File: src/rtl/mcm_filter_sched_if.sv
// Handshake and MCM-operand bundle for mcm_filter_sched.
// slave: the filter scheduler itself; master: the surrounding system / bench.
interface mcm_filter_sched_if;
    logic               start;
    logic               in_valid;
    logic [7:0]         in_data;
    logic               in_ready;
    logic [7:0]         mcm_x;
    logic signed [15:0] mcm_y1;
    logic signed [15:0] mcm_y2;
    logic signed [15:0] mcm_y3;
    logic signed [15:0] mcm_y4;
    logic               out_valid;
    logic [7:0]         out_data;
    logic               out_ready;
    logic               busy;
    logic               done;

    modport slave (
        input  start, in_valid, in_data, mcm_y1, mcm_y2, mcm_y3, mcm_y4, out_ready,
        output in_ready, mcm_x, out_valid, out_data, busy, done
    );

    modport master (
        output start, in_valid, in_data, mcm_y1, mcm_y2, mcm_y3, mcm_y4, out_ready,
        input  in_ready, mcm_x, out_valid, out_data, busy, done
    );
endinterface

File: src/rtl/mcm_filter_sched.sv
// 4-tap prediction filter scheduler. Slides a 4-sample window over the
// reference stream and time-multiplexes one shared MCM block (taps -3,-2,12,4)
// over 4 MAC cycles per output, then rounds, shifts by 6 and clips to 8 bits.
module mcm_filter_sched #(
    parameter int unsigned N_OUT = 16
) (
    input  logic               clk,
    input  logic               rst_n,
    mcm_filter_sched_if.slave  bus
);

    typedef enum logic [2:0] {
        S_IDLE,
        S_FILL,
        S_LOAD,
        S_MAC,
        S_OUT
    } state_t;

    localparam logic [4:0] LAST = 5'(N_OUT - 1);

    state_t             state;
    state_t             state_nx;
    logic [7:0]         w0, w1, w2, w3;
    logic [1:0]         k;
    logic [1:0]         fill_cnt;
    logic [4:0]         cnt;
    logic signed [17:0] acc;
    logic [7:0]         out_q;
    logic               done_q;

    logic               in_ready;
    logic               accept;
    logic               out_fire;
    logic [7:0]         x_sel;
    logic signed [15:0] y_sel;
    logic signed [17:0] y_ext;
    logic signed [17:0] acc_sum;
    logic signed [17:0] rounded;
    logic signed [17:0] shifted;
    logic [7:0]         clipped;

    assign in_ready = (state == S_FILL) || (state == S_LOAD);
    assign accept   = bus.in_valid && in_ready;
    assign out_fire = (state == S_OUT) && bus.out_ready;

    // State register.
    always_ff @(posedge clk or negedge rst_n) begin
        if (!rst_n) state <= S_IDLE;
        else        state <= state_nx;
    end

    // Next-state selection.
    always_comb begin
        state_nx = state;
        case (state)
            S_IDLE: if (bus.start) state_nx = S_FILL;
            S_FILL: if (accept && fill_cnt == 2'd2) state_nx = S_LOAD;
            S_LOAD: if (accept) state_nx = S_MAC;
            S_MAC:  if (k == 2'd3) state_nx = S_OUT;
            S_OUT:  if (bus.out_ready) state_nx = (cnt == LAST) ? S_IDLE : S_LOAD;
            default: state_nx = S_IDLE;
        endcase
    end

    // Window tap fed to the shared multiplier; zero outside MAC.
    always_comb begin
        x_sel = '0;
        if (state == S_MAC) begin
            case (k)
                2'd0:    x_sel = w0;
                2'd1:    x_sel = w1;
                2'd2:    x_sel = w2;
                default: x_sel = w3;
            endcase
        end
    end

    // Product for the current tap, and the rounded/clipped result of the
    // final accumulation (registered on the last MAC edge, so it includes tap 3).
    always_comb begin
        case (k)
            2'd0:    y_sel = bus.mcm_y1;
            2'd1:    y_sel = bus.mcm_y2;
            2'd2:    y_sel = bus.mcm_y3;
            default: y_sel = bus.mcm_y4;
        endcase
        y_ext   = {{2{y_sel[15]}}, y_sel};
        acc_sum = acc + y_ext;
        rounded = acc_sum + 18'sd32;
        shifted = rounded >>> 6;
        if (shifted[17])              clipped = '0;
        else if (shifted > 18'sd255)  clipped = '1;
        else                          clipped = shifted[7:0];
    end

    // Sample window: shifts one position on every accepted sample.
    always_ff @(posedge clk or negedge rst_n) begin
        if (!rst_n) begin
            w0 <= '0;
            w1 <= '0;
            w2 <= '0;
            w3 <= '0;
        end else if (accept) begin
            w0 <= w1;
            w1 <= w2;
            w2 <= w3;
            w3 <= bus.in_data;
        end
    end

    // Counters, accumulator, output register and done pulse.
    always_ff @(posedge clk or negedge rst_n) begin
        if (!rst_n) begin
            k        <= '0;
            fill_cnt <= '0;
            cnt      <= '0;
            acc      <= '0;
            out_q    <= '0;
            done_q   <= 1'b0;
        end else begin
            done_q <= 1'b0;
            case (state)
                S_IDLE: if (bus.start) begin
                    cnt      <= '0;
                    fill_cnt <= '0;
                end
                S_FILL: if (accept) fill_cnt <= fill_cnt + 2'd1;
                S_LOAD: if (accept) begin
                    k   <= '0;
                    acc <= '0;
                end
                S_MAC: begin
                    acc <= acc_sum;
                    k   <= k + 2'd1;
                    if (k == 2'd3) out_q <= clipped;
                end
                S_OUT: if (out_fire) begin
                    if (cnt == LAST) done_q <= 1'b1;
                    else             cnt    <= cnt + 5'd1;
                end
                default: ;
            endcase
        end
    end

    assign bus.in_ready  = in_ready;
    assign bus.mcm_x     = x_sel;
    assign bus.out_valid = (state == S_OUT);
    assign bus.out_data  = out_q;
    assign bus.busy      = (state != S_IDLE);
    assign bus.done      = done_q;

endmodule

File: src/flat_wrapper.sv
// flat-port wrapper written by rule: the top's interface ports become plain ports
module mcm_filter_sched_flat 
#(
    parameter int unsigned N_OUT = 16
)
  (clk, rst_n, bus_start, bus_in_valid, bus_in_data, bus_mcm_y1, bus_mcm_y2, bus_mcm_y3, bus_mcm_y4, bus_out_ready, bus_in_ready, bus_mcm_x, bus_out_valid, bus_out_data, bus_busy, bus_done);
  mcm_filter_sched_if bus_i ();
  input  logic clk;
  input  logic rst_n;
  input wire logic [$bits(bus_i.start)-1:0] bus_start;
  input wire logic [$bits(bus_i.in_valid)-1:0] bus_in_valid;
  input wire logic [$bits(bus_i.in_data)-1:0] bus_in_data;
  input wire logic [$bits(bus_i.mcm_y1)-1:0] bus_mcm_y1;
  input wire logic [$bits(bus_i.mcm_y2)-1:0] bus_mcm_y2;
  input wire logic [$bits(bus_i.mcm_y3)-1:0] bus_mcm_y3;
  input wire logic [$bits(bus_i.mcm_y4)-1:0] bus_mcm_y4;
  input wire logic [$bits(bus_i.out_ready)-1:0] bus_out_ready;
  output wire logic [$bits(bus_i.in_ready)-1:0] bus_in_ready;
  output wire logic [$bits(bus_i.mcm_x)-1:0] bus_mcm_x;
  output wire logic [$bits(bus_i.out_valid)-1:0] bus_out_valid;
  output wire logic [$bits(bus_i.out_data)-1:0] bus_out_data;
  output wire logic [$bits(bus_i.busy)-1:0] bus_busy;
  output wire logic [$bits(bus_i.done)-1:0] bus_done;
  assign bus_i.start = bus_start;
  assign bus_i.in_valid = bus_in_valid;
  assign bus_i.in_data = bus_in_data;
  assign bus_i.mcm_y1 = bus_mcm_y1;
  assign bus_i.mcm_y2 = bus_mcm_y2;
  assign bus_i.mcm_y3 = bus_mcm_y3;
  assign bus_i.mcm_y4 = bus_mcm_y4;
  assign bus_i.out_ready = bus_out_ready;
  assign bus_in_ready = bus_i.in_ready;
  assign bus_mcm_x = bus_i.mcm_x;
  assign bus_out_valid = bus_i.out_valid;
  assign bus_out_data = bus_i.out_data;
  assign bus_busy = bus_i.busy;
  assign bus_done = bus_i.done;
  mcm_filter_sched #(.N_OUT(N_OUT)) u_core (.clk(clk), .rst_n(rst_n), .bus(bus_i));
endmodule
File: config.mk
export PLATFORM = sky130hd
export DESIGN_NAME = mcm_filter_sched_flat
export DESIGN_NICKNAME = d
export VERILOG_FILES = /design/src/rtl/mcm_filter_sched_if.sv /design/src/rtl/mcm_filter_sched.sv /design/src/flat_wrapper.sv
export SDC_FILE = /design/constraint.sdc
export NUM_CORES = 1
export LEC_CHECK = 0
export CAP_MARGIN = 20
export CORE_MARGIN = 5
export CORE_UTILIZATION = 47
export DETAILED_ROUTE_END_ITERATION = 6
export PLACE_DENSITY = 0.77
export REMOVE_ABC_BUFFERS = 1
export SLEW_MARGIN = 0
export SYNTH_ARGS = -nofsm -noshare
export SYNTH_HDL_FRONTEND = slang
export SYNTH_SLANG_ARGS = --single-unit
File: constraint.sdc
create_clock -name clk -period 4.24 [get_ports clk]
set_clock_uncertainty 0.05 [all_clocks]
set_input_delay 0.848 -clock clk [delete_from_list [all_inputs] [get_ports clk]]
set_output_delay 0.848 -clock clk [all_outputs]
set_load 0.01 [all_outputs]
## After elaboration in Yosys (flattened, before gate mapping)

Cells that the tools add are included.

| word-level totals | value |
|---|---|
| bits in registers | 71 |
| bits of input ports | 77 |
| word-level logic and storage cells | 75 |

| operators by class | value |
|---|---|
| $add $sub $neg | 5 |
| $lt $le $gt $ge | 1 |
| eq/ne operators | 17 |
| multiplexer cells | 26 |
| reduce and logical (&&, ||, !) cells | 15 |

Operator list:

| operator | number |
|---|---|
| 16-bit one-hot mux with 3 select lines | 1 |
| 18-bit one-hot mux with 2 select lines | 1 |
| 8-bit 2-to-1 mux | 3 |
| 8-bit one-hot mux with 3 select lines | 1 |
| 18-bit by 16-bit adder with 18-bit output | 1 |
| 18-bit by 7-bit adder with 18-bit output (second input constant) | 1 |
| 18-bit 2-to-1 mux | 1 |
| 3-bit 2-to-1 mux | 5 |
| 5-bit 2-to-1 mux | 3 |
| 3-bit one-hot mux with 5 select lines | 1 |
| 12-bit by 9-bit greater-than comparator with 1-bit output (second input constant) | 1 |
| 5-bit one-hot mux with 2 select lines | 1 |
| 2-bit 2-to-1 mux | 4 |
| 2-bit by 1-bit != test with 1-bit output (second input constant) | 4 |
| 2-bit != test (second input constant) | 4 |
| 2-bit one-hot mux with 2 select lines | 2 |
| 2-bit equality test (second input constant) | 3 |
| 3-bit by 2-bit equality test with 1-bit output (second input constant) | 2 |
| 2-bit nonzero test | 3 |
| 5-bit by 1-bit adder with 5-bit output (second input constant) | 1 |
| 5-bit by 4-bit equality test with 1-bit output (second input constant) | 1 |
| 5-bit AND reduction | 1 |
| 2-bit by 1-bit adder with 2-bit output (second input constant) | 2 |
| 2-bit AND reduction | 2 |
| 11 further kinds | 15 |

## Depth between registers and ports, before layout

| logic depth | value |
|---|---|
| depth in word-level cells | 7 |
| mapped depth | 17 |
| mapped depth without buffers | 15 |

## Worst setup path before layout

No wires, ideal clock.

| timing path | value |
|---|---|
| path type | register to register |
| start | register u_core.k[0] |
| end | register u_core.out_q[7], in the netlist u_core.bus.out_data[7] |
| library setup time | 96 ps |
| arrival time | 3913 ps |
| data required time | 4094 ps |
| slack | 181 ps |
| cell stages (with the launch flop) | 17 |
| period minus slack after synthesis | 4059 ps |
| path through | dfrtp_1 ha_1 clkbuf_1 clkbuf_1 mux2i_1 ha_1 fa_1 a211oi_1 o21a_2 nor3b_2 a2111oi_4 and3_1 buf_4 and3_4 o2111ai_2 o21ai_2 a311oi_2 |

| on the way | value |
|---|---|
| longest elaborated chain between the ends | 7 |
| elaborated cells between the ends (all ways) | 11 |
| those cells by class | add/sub (2); order compare (1); eq/ne (3); mux (3); reduce/logical (2) |

Ends and longest elaborated chain:

| item | line | RTL |
|---|---|---|
| start: declaration | mcm_filter_sched.sv:25 | `logic [1:0] k;` |
| start signal: assignment | mcm_filter_sched.sv:135 | `k <= k + 2'd1;` |
| 2-bit equality test, or another cell as far along | mcm_filter_sched.sv:82 | `case (k)` |
| 16-bit one-hot mux with 3 select lines | mcm_filter_sched.sv:82 |  |
| 18-bit by 16-bit adder with 18-bit output | mcm_filter_sched.sv:89 | `acc_sum = acc + y_ext;` |
| 18-bit by 7-bit adder with 18-bit output | mcm_filter_sched.sv:90 | `rounded = acc_sum + 18'sd32;` |
| 12-bit by 9-bit greater-than comparator with 1-bit output | mcm_filter_sched.sv:93 | `else if (shifted > 18'sd255) clipped = '1;` |
| 8-bit 2-to-1 mux | mcm_filter_sched.sv:93 |  |
| 8-bit 2-to-1 mux | mcm_filter_sched.sv:92 | `if (shifted[17]) clipped = '0;` |
| end signal: assignment | mcm_filter_sched.sv:136 | `if (k == 2'd3) out_q <= clipped;` |
| end: declaration | mcm_filter_sched.sv:29 | `logic [7:0] out_q;` |

Parallel ways exist; a longest one is shown, timed or not.
A chain may end at the register's enable or synchronous reset.

## Worst setup path in the final report

| timing path | value |
|---|---|
| start | input port bus_mcm_y3[1] |
| end | register u_core.out_q[3], in the netlist u_core.bus.out_data[3] |

| on the way | value |
|---|---|
| longest elaborated chain between the ends | 6 |

Ends and longest elaborated chain:

| item | line | RTL |
|---|---|---|
| start: declaration | flat_wrapper.sv:15 | `input wire logic [$bits(bus_i.mcm_y3)-1:0] bus_mcm_y3;` |
| 16-bit one-hot mux with 3 select lines (*) | mcm_filter_sched.sv:82 |  |
| 18-bit by 16-bit adder with 18-bit output (*) | mcm_filter_sched.sv:89 |  |
| 18-bit by 7-bit adder with 18-bit output (*) | mcm_filter_sched.sv:90 |  |
| 12-bit by 9-bit greater-than comparator with 1-bit output | mcm_filter_sched.sv:93 |  |
| 8-bit 2-to-1 mux | mcm_filter_sched.sv:93 |  |
| 8-bit 2-to-1 mux (*) | mcm_filter_sched.sv:92 |  |

Every way passes the cells marked *; elsewhere a longest branch is shown, timed or not.

==> flow_summary.yaml <==
status:
  status: "finished, final reports clean"
job:
  cap_violations: 0
grt:
  grt-ovfl-total: 0
  grt_max_degree: 39
  grt_pass1_wl_um: 20200
  grt_pass1_vias: 4262
  grtUsageTotal: 0.211
  antenna_found_initial: 0
routing:
  drtAntennaViolNets: 0
  wl_um: 12600
  vias_per_cell: 5.73
  wl_per_cell_um: 17.1
  via_count: 4228
  drc: 0
  drt_iter0_drc: 242
  drt_pass1_iterations: 7
floorplanning:
  rows: 36
  die_y_um: 110
  num_io_pins: 97
  start_util: 0.480
  core_mm2: 0.00977
  die_x_um: 110
  die_area_mm2: 0.0121
yosys:
  yosys.area_share.adder: 0.0709
  synth_top_family_by_area: "compound AO/OA/AOI/OAI gates"
  async_flop_share: 1.00
  synthMuxAreaShare: 0.115
  synth_compound_area_frac: 0.235
  synth_edf_count: 0
  yosysSeqAreaShare: 0.379
  netlist_area_mm2: 0.00469
  synth_cell_types: 65
  ys_warn_count: 0
  synth-simple-area-share: 0.110
  syn_inst: 469
  synth.avg_cell_area_um2: 10.0
  synth-xor-area-share: 0.0464
  synth-seq-cells: 71
  ys.flop_type: "dfrtp_1"
layout:
  antenna_cells: 0
  fin_util: 0.654
  syn_to_final_growth_pct: 36.2
  fillCellCount: 779
  multi_input_area_mm2: 0.00283
  final_layout_size_suffix_gt1_frac: 0.231
  nets: 704
  regArea_mm2: 0.00178
pwr:
  ir_drop_uv: 406
  p_leak_nw: 2.78
  power_density_mw_per_mm2: 1060
  total_power_w: 0.00678
critical_path:
  r2r-start: "u_core.k[0]$_DFFE_PN0P_"
  path_cells: "clkdlybuf4s50_1 -> a222oi_1 -> mux2i_1 -> buf_4 -> ha_1 -> a211oi_2 -> o21ai_4 -> buf_6 -> o31ai_4 -> xnor2_2 -> and3_4 -> and3_4 -> nand4_1 -> a21oi_4 -> a311oi_2"
  reg2regPathDepth: 16
  ff2ff_setup_slack_ps: 200
  crit_type: "input port to flip-flop"
  endpoint_kind: "flip-flop"
  r2r-end: "u_core.bus.out_data[3]$_DFFE_PN0P_"
  startpoint_type: "input port"
  worst_ep_arrival_time_ps: 4230
  path_max_fanout: 8
  slowest_delay_ps: 400
  crit_required_ps: 4380
  slowest_stage: "clkdlybuf4s50_1"
  cpMostUsedCell: "and3_4"
placement:
  gp_congestion: 0.936
  io_buffer_count: 96
  pre_cts_ws_ps: -412
  hpwl_um: 9280
worst_hold_path:
  hp-class: "flip-flop to flip-flop"
  hp-start: "u_core.cnt[4]$_DFFE_PN0P_"
  hold_depth: 2
  holdPathEnd: "u_core.cnt[4]$_DFFE_PN0P_"
cts:
  clock_sinks: 71
  clk_pin_slew_ps: 70
  htree_levels: 3
  insertion_delay_ps: 350
  numCtsBuffers: 9
  cts_tree: "yes"
  cts.path.max_buffers: 2
  clock-root-buffer: "clkbuf_8"
sta:
  fmax_ghz: 0.245
  post-route-period-util: 0.964
  max_slew_margin: 0.475
  final.setup.worst_slack_ps: 153
  tightest_slew_ps: 787
  finalCriticalPeriod_ps: 4090
  setup_viol: 0
  hold_ws_ps: 447
  final_hold_viol_count: 0
  slew_viol_final: 0
[power breakdown]
| group | leakage (nW) | internal (W) | switching, W | total (W) |
|---|---|---|---|---|
| clock | 0.0809 | 0.000206 | 0.000263 | 0.000470 |
| sequential | 0.857 | 0.00101 | 0.000235 | 0.00124 |
| combinational | 1.84 | 0.00253 | 0.00255 | 0.00507 |
| total | 2.78 | 0.00374 | 0.00304 | 0.00678 |
[flip-flops by register name, summed over array words and instances (netlist names)]
register,flops
u_core.acc,18
u_core.bus.done,1
u_core.k,2
u_core.fill_cnt,2
u_core.w3,8
u_core.cnt,5
u_core.state,3
u_core.bus.out_data,8
u_core.w0,8
u_core.w2,8
u_core.w1,8
[cell usage after synthesis (all sizes together) (2+ instances only)]
cell type,count,area [um^2]
dfrtp,71,1780
nor2,36,135
mux2,32,360
a21oi,29,156
inv,26,97.6
ha,25,313
a222oi,24,240
o21ai,24,128
clkbuf,22,83.8
nand2,22,82.6
a22o,18,158
mux2i,18,180
xnor2,15,139
and3,9,62.6
xor2,9,78.8
a21o,8,61.3
a211oi,7,57.6
a311oi,7,67.6
and2,6,40.0
buf,6,27.5
nand3,6,30.0
nor3,6,30.0
a31oi,4,25.0
o211ai,4,35.0
nand2b,3,18.8
nand4,3,18.8
a2111oi,2,36.3
a31o,2,26.3
and3b,2,17.5
and4,2,20.0
nor2b,2,12.5
o2111ai,2,23.8
o21a,2,16.3
o22ai,2,12.5
o31ai,2,20.0
or2,2,12.5
[worst max-delay path: cells and delay by family]
family / cells / cell delay [ps]
simple gates: 3 / 620
compound gates: 6 / 1400
mux: 1 / 180
xor+xnor: 1 / 170
fa+ha+maj: 1 / 290
buf+inv: 3 / 730
[cells in the final DEF (no fill, tap or decap), types with 5 or more instances in the layout]
cell / n
mux2_2: 32
clkdlybuf4s50_1: 95
xor2_1: 8
and3_1: 6
a21o_1: 7
a222oi_1: 24
nor3_1: 6
mux2i_1: 18
a21oi_1: 27
nand2_1: 22
inv_1: 26
clkbuf_8: 9
ha_1: 21
dfrtp_1: 71
buf_4: 52
nor2_1: 36
xnor2_1: 12
a22o_1: 18
and2_1: 5
o21ai_0: 19
nand3_1: 5
[timing repair]
item                                    CTS  global route
hold buffers                              0             0
resized for setup                         2            21
setup buffers                             0             4
pin swaps                                 0             6
endpoints found under the setup margin    5             8
[logic make-up after synthesis]
logic type,after synthesis
AOI/OAI and AO/OA,141
xor gates and xnor gates,24
adders and majority gates,26
buffers and inverters,54
DFF,71
muxes,50
and+or+nand+nor,103
[per-layer routing]
metal | wire length [um] | share of wire | track usage | vias up
li1 | - | - | - | 2032
met1 | 5220 | 0.41 | 0.257 | 2045
met2 | 6280 | 0.50 | 0.365 | 128
met3 | 844 | 0.067 | 0.0411 | 23
met4 | 280 | 0.022 | 0.0837 | 0
met5 | 0 | 0 | 0 | -
[worst max path at each step]
stage | startpoint | end | slack (ps) | cells after the start
floorplan | u_core.k[0]$_DFFE_PN0P_ | u_core.bus.out_data[7]$_DFFE_PN0P_ | 70 | 13
global placement | bus_mcm_y3[0] | u_core.bus.out_data[7]$_DFFE_PN0P_ | -230 | 15
detailed placement | bus_mcm_y3[0] | u_core.bus.out_data[3]$_DFFE_PN0P_ | -410 | 15
CTS | bus_mcm_y3[0] | u_core.bus.out_data[3]$_DFFE_PN0P_ | 30 | 15
global route | u_core.k[0]$_DFFE_PN0P_ | u_core.bus.out_data[3]$_DFFE_PN0P_ | -50 | 15
finish | bus_mcm_y3[1] | u_core.bus.out_data[3]$_DFFE_PN0P_ | 150 | 15
[area by class of cell]
| type | count | area share |
|---|---|---|
| Tap cell | 133 | 0.0260 |
| Timing Repair Buffer | 149 | 0.212 |
| Clock buffer | 9 | 0.0194 |
| Clock inverter | 6 | 0.00607 |
| Inverter | 26 | 0.0153 |
| Sequential cell | 71 | 0.278 |
| Multi-Input combinational cell | 344 | 0.443 |
[stage by stage]
step	area, um^2	std cells	setup TNS [ps]
final	6390	738	0
after global routing	6390	738	-269
after detailed placement	6070	719	-2720
after global placement	6070	719	-1780
after CTS	6250	734	0
after floorplan	4580	441	0
No activity file was read; power rests on OpenSTA's default activity.
